File: config.mk
export PLATFORM = sky130hd
export DESIGN_NAME = sync_fifo_pf
export DESIGN_NICKNAME = d
export VERILOG_FILES = /design/src/rtl/sync_fifo_pf.sv
export SDC_FILE = /design/constraint.sdc
export NUM_CORES = 2
export LEC_CHECK = 0
export BUFFER_PORTS_ARGS = -buffer_cell sky130_fd_sc_hd__buf_2
export CAP_MARGIN = 20
export CORE_ASPECT_RATIO = 1.4
export CORE_MARGIN = 1
export CORE_UTILIZATION = 45
export CTS_BUF_LIST = sky130_fd_sc_hd__clkbuf_8
export DETAILED_ROUTE_END_ITERATION = 6
export GPL_TIMING_DRIVEN = 1
export PLACE_DENSITY_LB_ADDON = 0.05
export SLEW_MARGIN = 20
export SYNTH_ARGS = -nofsm -noshare
export SYNTH_HDL_FRONTEND = slang
export SYNTH_SLANG_ARGS = --single-unit
File: constraint.sdc
create_clock -name i_clk -period 4.35 [get_ports i_clk]
set_input_delay 0.2175 -clock i_clk [delete_from_list [all_inputs] [get_ports i_clk]]
set_output_delay 0.2175 -clock i_clk [all_outputs]
set_load 0.05 [all_outputs]
File: src/rtl/sync_fifo_pf.sv
// -----------------------------------------------------------------------------
// sync_fifo_pf
//
// Single-clock FIFO. It offers a selectable read mode, an occupancy count,
// runtime-programmable almost-full and almost-empty thresholds, and optional
// sticky overflow/underflow error flags. Producer and consumer share i_clk,
// so no pointer synchronisation is needed.
//
// Parameters
//   DATA_WIDTH : word width in bits
//   ADDR_WIDTH : depth = 2**ADDR_WIDTH words
//   FIFO_MODE  : "STD_FIFO" (registered read, one-cycle o_rvalid pulse) or
//                "FWFT" (head word always presented on o_rdata).
//                Any other value stops elaboration.
//
// Optional feature
//   SYNC_FIFO_PF_ERR_FLAGS_EN : when defined, the sticky o_overflow and
//   o_underflow flags and their i_clr_err clear are built. When it is not
//   defined, both flags are tied low and i_clr_err is ignored.
//
// Ports
//   i_clk        : clock, all state changes on the rising edge
//   i_arstn      : asynchronous active-low reset (released synchronously)
//   i_we/i_wdata : write request and data
//   i_re         : read request (STD) / pop acknowledge (FWFT)
//   i_afull_th   : almost-full threshold,  o_afull  = count >= i_afull_th
//   i_aempty_th  : almost-empty threshold, o_aempty = count <= i_aempty_th
//   i_clr_err    : clears the sticky error flags on the next edge
//   o_full       : count == 2**ADDR_WIDTH
//   o_empty      : no readable word
//   o_count      : occupancy 0..2**ADDR_WIDTH (FWFT includes output register)
//   o_rdata      : read data
//   o_rvalid     : STD: one-cycle pulse after an accepted read; FWFT: ~o_empty
//   o_overflow   : sticky, write attempted while full
//   o_underflow  : sticky, read attempted while empty
//
// Handshake: a write is taken on a rising edge when i_we is high and o_full
// is low. A read/pop is taken when i_re is high and o_empty is low. o_full
// and o_empty act as the ready indications and come from registered state
// only. A request made against the wrong flag is dropped and, with error
// flags enabled, recorded. A write while full is rejected even if a read is
// taken on the same edge. A read while empty is rejected even if a write is
// taken on the same edge.
// -----------------------------------------------------------------------------
module sync_fifo_pf #(
  parameter int    DATA_WIDTH = 8,
  parameter int    ADDR_WIDTH = 8,
  parameter string FIFO_MODE  = "STD_FIFO"
) (
  input  logic                  i_clk,
  input  logic                  i_arstn,
  input  logic                  i_we,
  input  logic [DATA_WIDTH-1:0] i_wdata,
  input  logic                  i_re,
  input  logic [ADDR_WIDTH:0]   i_afull_th,
  input  logic [ADDR_WIDTH:0]   i_aempty_th,
  input  logic                  i_clr_err,
  output logic                  o_full,
  output logic                  o_empty,
  output logic                  o_afull,
  output logic                  o_aempty,
  output logic [ADDR_WIDTH:0]   o_count,
  output logic [DATA_WIDTH-1:0] o_rdata,
  output logic                  o_rvalid,
  output logic                  o_overflow,
  output logic                  o_underflow
);

  localparam int                  DEPTH    = 1 << ADDR_WIDTH;
  localparam logic [ADDR_WIDTH:0] CNT_FULL = {1'b1, {ADDR_WIDTH{1'b0}}};
  localparam logic [ADDR_WIDTH:0] CNT_ONE  = (ADDR_WIDTH+1)'(1);
  localparam logic [ADDR_WIDTH-1:0] PTR_ONE = ADDR_WIDTH'(1);

  // Storage. It is not reset: after a reset the pointers and count say that
  // nothing is stored, so the old contents can never be read.
  logic [DATA_WIDTH-1:0] mem_q [DEPTH];

  logic [ADDR_WIDTH-1:0] wr_ptr_q, wr_ptr_d;
  logic [ADDR_WIDTH:0]   count_q, count_d;
  logic                  full;
  logic                  empty;  // driven by the mode-specific block below
  logic                  wr_ok;
  logic                  rd_ok;

  assign full  = (count_q == CNT_FULL);
  assign wr_ok = i_we & ~full;
  assign rd_ok = i_re & ~empty;

  always_comb begin
    wr_ptr_d = wr_ptr_q;
    if (wr_ok) begin
      wr_ptr_d = wr_ptr_q + PTR_ONE;
    end
  end

  // The count follows accepted operations only. Rejected requests cannot
  // move it past 0 or past full.
  always_comb begin
    count_d = count_q;
    case ({wr_ok, rd_ok})
      2'b10:   count_d = count_q + CNT_ONE;
      2'b01:   count_d = count_q - CNT_ONE;
      default: count_d = count_q;
    endcase
  end

  always_ff @(posedge i_clk or negedge i_arstn) begin
    if (!i_arstn) begin
      wr_ptr_q <= '0;
      count_q  <= '0;
    end else begin
      wr_ptr_q <= wr_ptr_d;
      count_q  <= count_d;
    end
  end

  always_ff @(posedge i_clk) begin
    if (wr_ok) begin
      mem_q[wr_ptr_q] <= i_wdata;
    end
  end

  generate
    if (FIFO_MODE == "STD_FIFO") begin : g_std
      logic [ADDR_WIDTH-1:0] rd_ptr_q, rd_ptr_d;
      logic [DATA_WIDTH-1:0] rdata_q, rdata_d;
      logic                  rvalid_q, rvalid_d;

      assign empty = (count_q == '0);

      // Registered read. o_rdata keeps the last word read until the next
      // accepted read. A read never hits the word being written on the same
      // edge: they could only share an address when the FIFO is full, and
      // then the write is rejected.
      always_comb begin
        rd_ptr_d = rd_ptr_q;
        rdata_d  = rdata_q;
        rvalid_d = rd_ok;
        if (rd_ok) begin
          rd_ptr_d = rd_ptr_q + PTR_ONE;
          rdata_d  = mem_q[rd_ptr_q];
        end
      end

      always_ff @(posedge i_clk or negedge i_arstn) begin
        if (!i_arstn) begin
          rd_ptr_q <= '0;
          rdata_q  <= '0;
          rvalid_q <= 1'b0;
        end else begin
          rd_ptr_q <= rd_ptr_d;
          rdata_q  <= rdata_d;
          rvalid_q <= rvalid_d;
        end
      end

      assign o_rdata  = rdata_q;
      assign o_rvalid = rvalid_q;
    end else if (FIFO_MODE == "FWFT") begin : g_fwft
      logic [ADDR_WIDTH-1:0] rd_ptr_q, rd_ptr_d;
      logic [DATA_WIDTH-1:0] out_data_q, out_data_d;
      logic                  out_valid_q, out_valid_d;
      logic [ADDR_WIDTH:0]   ram_count;
      logic                  load;

      assign empty = ~out_valid_q;

      // count_q includes the output register. The rest of the words are
      // still in the RAM.
      assign ram_count = count_q - {{ADDR_WIDTH{1'b0}}, out_valid_q};

      // Refill the output register when it is free, or when it is being
      // popped on this edge. The pop-and-refill case keeps back-to-back
      // pops free of bubbles. A word written on this edge is not counted in
      // ram_count yet, so it reaches the output register one edge later.
      assign load = (ram_count != '0) && (!out_valid_q || rd_ok);

      always_comb begin
        rd_ptr_d    = rd_ptr_q;
        out_data_d  = out_data_q;
        out_valid_d = out_valid_q;
        if (load) begin
          rd_ptr_d    = rd_ptr_q + PTR_ONE;
          out_data_d  = mem_q[rd_ptr_q];
          out_valid_d = 1'b1;
        end else if (rd_ok) begin
          out_valid_d = 1'b0;
        end
      end

      always_ff @(posedge i_clk or negedge i_arstn) begin
        if (!i_arstn) begin
          rd_ptr_q    <= '0;
          out_data_q  <= '0;
          out_valid_q <= 1'b0;
        end else begin
          rd_ptr_q    <= rd_ptr_d;
          out_data_q  <= out_data_d;
          out_valid_q <= out_valid_d;
        end
      end

      assign o_rdata  = out_data_q;
      assign o_rvalid = out_valid_q;
    end else begin : g_bad_mode
      $error("sync_fifo_pf: FIFO_MODE must be \"STD_FIFO\" or \"FWFT\"");
    end
  endgenerate

  assign o_full   = full;
  assign o_empty  = empty;
  assign o_count  = count_q;
  // A threshold of 0 keeps o_afull high. A threshold >= depth keeps
  // o_aempty high. Both come straight from the compares.
  assign o_afull  = (count_q >= i_afull_th);
  assign o_aempty = (count_q <= i_aempty_th);

`ifdef SYNC_FIFO_PF_ERR_FLAGS_EN
  logic overflow_q, overflow_d;
  logic underflow_q, underflow_d;

  // The clear is applied first, so an error on the same edge takes priority.
  always_comb begin
    overflow_d  = overflow_q;
    underflow_d = underflow_q;
    if (i_clr_err) begin
      overflow_d  = 1'b0;
      underflow_d = 1'b0;
    end
    if (i_we && full) begin
      overflow_d = 1'b1;
    end
    if (i_re && empty) begin
      underflow_d = 1'b1;
    end
  end

  always_ff @(posedge i_clk or negedge i_arstn) begin
    if (!i_arstn) begin
      overflow_q  <= 1'b0;
      underflow_q <= 1'b0;
    end else begin
      overflow_q  <= overflow_d;
      underflow_q <= underflow_d;
    end
  end

  assign o_overflow  = overflow_q;
  assign o_underflow = underflow_q;
`else
  logic unused_clr_err;
  assign unused_clr_err = i_clr_err;
  assign o_overflow     = 1'b0;
  assign o_underflow    = 1'b0;
`endif

endmodule

==> impl_metrics.toml <==
[sta]
fmax_mhz = 264
worst_pin_slew_ns = 1.07
drv_slew = 0
rsz0062_at_grt = "no"
finClkSkew_ns = 0.0751
min_period_over_period_pct = 87.2
finalCriticalPeriod_ns = 3.79
maxSlewHeadroom_pct = 28.2
setup_tns_ns = 0
hold_viol = 0
setup_viol = 0
whs_ns = 0.202

[die]
ios = 55
core-area_um2 = 180000
die_w_um = 362
start_util_pct = 45.3
die_h_um = 506
die_area_um2 = 183000
rows = 184

[power_and_ir_drop]
powerDensity_nw_per_um2 = 599
ir_worst_vdd_uv = 415
p_leak_nw = 30.5

[placed_design]
port_buffers = 51
gp_routability_congestion = 0.848
post-place-cells = 6562
place_area_um2 = 87000
hpwl_mm = 147

[route]
antenna_left = 0
vias_per_cell = 5.84
drc = 0
firstDrtPassIters = 6
routedWlPerCell_um = 33.0
drtIter0Drc = 4298
routed_wl_mm = 236
vias = 41800

[worst_setup_path]
path_class = "reg2reg"
crit_start = "g_std.rd_ptr_q[1]"
worstReg2RegStart = "g_std.rd_ptr_q[1]"
critPathCaptureType = "flip-flop"
r2r_cells = 7
setup.worst_path.start_class = "flip-flop"
critPathMaxFanout = 68
worstPathArrival_ns = 4.69
crit_required_ns = 5.25

[yosys]
muxShareOfSynthArea_pct = 15.4
synthSimpleGateAreaFrac_pct = 2.76
netlist_area_um2 = 81500
async_flop_share_pct = 1.63
syn_avg_cell_area_um2 = 20.7
synth_xor_area_share_pct = 0.247
synthCells = 3946
synth_edf_count = 2048
synth-main-ff-cell = "edfxtp_1"
synth_seq_cells = 2082
synth_top_family_by_area = "multiplexers"
yosysWarnings = 0
yosysUniqueCellTypes = 64
seq_area_frac_synth_pct = 76.5
yosys.area_share.adder_pct = 0.500
synth-compound-area-share_pct = 2.87

[final_layout]
fin_area_um2 = 93000
layout-drive-gt1-share_pct = 27.7
final_util_pct = 51.7
final_nets = 4558
final_cell_mix = "edfxtp_1, mux4_2, clkbuf_8"
syn_to_final_growth_pct = 14.1
stdcell_count = 7152
layout_commonest_cell = "edfxtp_1"

[grt]
grt_overflow = 0
grt_pass1_wl_mm = 333
grt_max_degree = 135
grtUsageTotal_pct = 26.1
grt_pass1_vias = 43200
antenna_found_initial = 7

[clocking]
clk_path_buf_depth = 4
root_buffer = "clkbuf_8"
cts_tree = "yes"
clock_sinks = 2082
clk_pin_slew_ns = 0.06
clk_latency_ns = 1.04
cts_setup_buffers = 0
htreeDepth = 5
cts-buffers-inserted = 336

[worst_hold_path]
hold_start = "i_re"
hold_class = "in2reg"
holdPathStages = 5

[status]
status = "finished, final reports clean"

[run]
drv_cap = 0
==> worst max-delay path: stages, from the launching register on <==
cell and delay [ns]:
dfrtp_4 0.87, buf_12 0.42, mux4_2 0.44, o21ai_0 0.40, nand3_1 0.23, a221oi_1 0.68
nor2_1 0.14, a221o_1 0.35
==> what timing repair did <==
item / in CTS / in global routing
hold endpoints to repair: 839 / 0
gates resized for setup: 0 / 0
hold buffers: 13 / 0
==> sequential cells by signal (all words and copies together) (netlist names) <==
register	cells
mem_q	2048
o_rvalid	1
g_std.rd_ptr_q	8
o_count	9
o_rdata	8
wr_ptr_q	8
==> path summary, 6_finish.rpt <==
check	end	slack (ns)
min in group asynchronous	o_count[1]	0.25
worst min register to register	g_std.rd_ptr_q[7]	0.52
max in group asynchronous	g_std.rd_ptr_q[3]	3.83
worst max register to register	o_rdata[0]	0.56
worst max-delay path	o_rdata[0]	0.56
worst min-delay path	o_rvalid	0.20
==> report_power, final <==
part	internal [mW]	switching [mW]	total, mW	leakage [nW]
registers	22.4	0.503	22.9	18.8
clock network	7.65	7.58	15.2	3.42
logic	6.94	10.7	17.6	8.31
==> kinds of logic (layout without fill, tap and decap cells) <==
logic type,Yosys count,after routing
buffers and inverters,256,1041
other,1,4
and+or+nand+nor,545,545
xor gates and xnor gates,23,23
AOI/OAI and AO/OA,336,336
DFF,2082,2082
adders and majority gates,32,32
muxes,671,671
==> through the flow <==
stage                     power [mW]  setup WS, ns
final                           55.7         0.557
after global routing            57.6         0.433
after CTS                       56.3         0.550
after detailed placement        41.1         0.567
after global placement          41.1         0.609
after floorplan                 33.6         0.656
==> synthesized netlist by cell type (11+ instances only) <==
cell      number  share of area (%)
buf_2         34               0.21
nor2_1       302                1.4
a31oi_1       13               0.10
nand2_1      137               0.63
a21oi_1       75               0.46
mux2i_1      201                2.5
inv_1         26               0.12
xnor2_1       15               0.16
o211ai_1      14               0.13
nor2b_1       18               0.14
o21ai_0       27               0.17
buf_6         30               0.41
clkbuf_1     109               0.50
edfxtp_1    2048                 75
nor3_1        19               0.12
a22oi_1       56               0.52
o221ai_1      13               0.14
dfrtp_1       34                1.0
a21o_1        11               0.10
a221oi_1      27               0.29
a211oi_1      13               0.12
buf_4         34               0.31
o22ai_1       27               0.21
buf_1         19              0.087
nand3_1       31               0.19
ha_1          31               0.48
mux4_2       469                 13
==> metal layers <==
metal	up-vias	global-route usage [%]	part of all wire [%]
met5	-	0	0
met4	0	8.00	3.1
met3	356	4.31	5.8
met2	1465	43.7	50
met1	22500	34.9	41
li1	17400	-	-
==> cell type report <==
cell class                      instances  area [um^2]
Timing Repair Buffer                  438         3750
Tap cell                             2418         3030
Inverter                               28          110
Fill cell                           14600        86800
Clock buffer                          347         4780
Sequential cell                      2082        62400
Multi-Input combinational cell       1609        17900
Antenna cell                            2         5.00
Clock inverter                        228         1050
(Power assumes the default switching activity.)
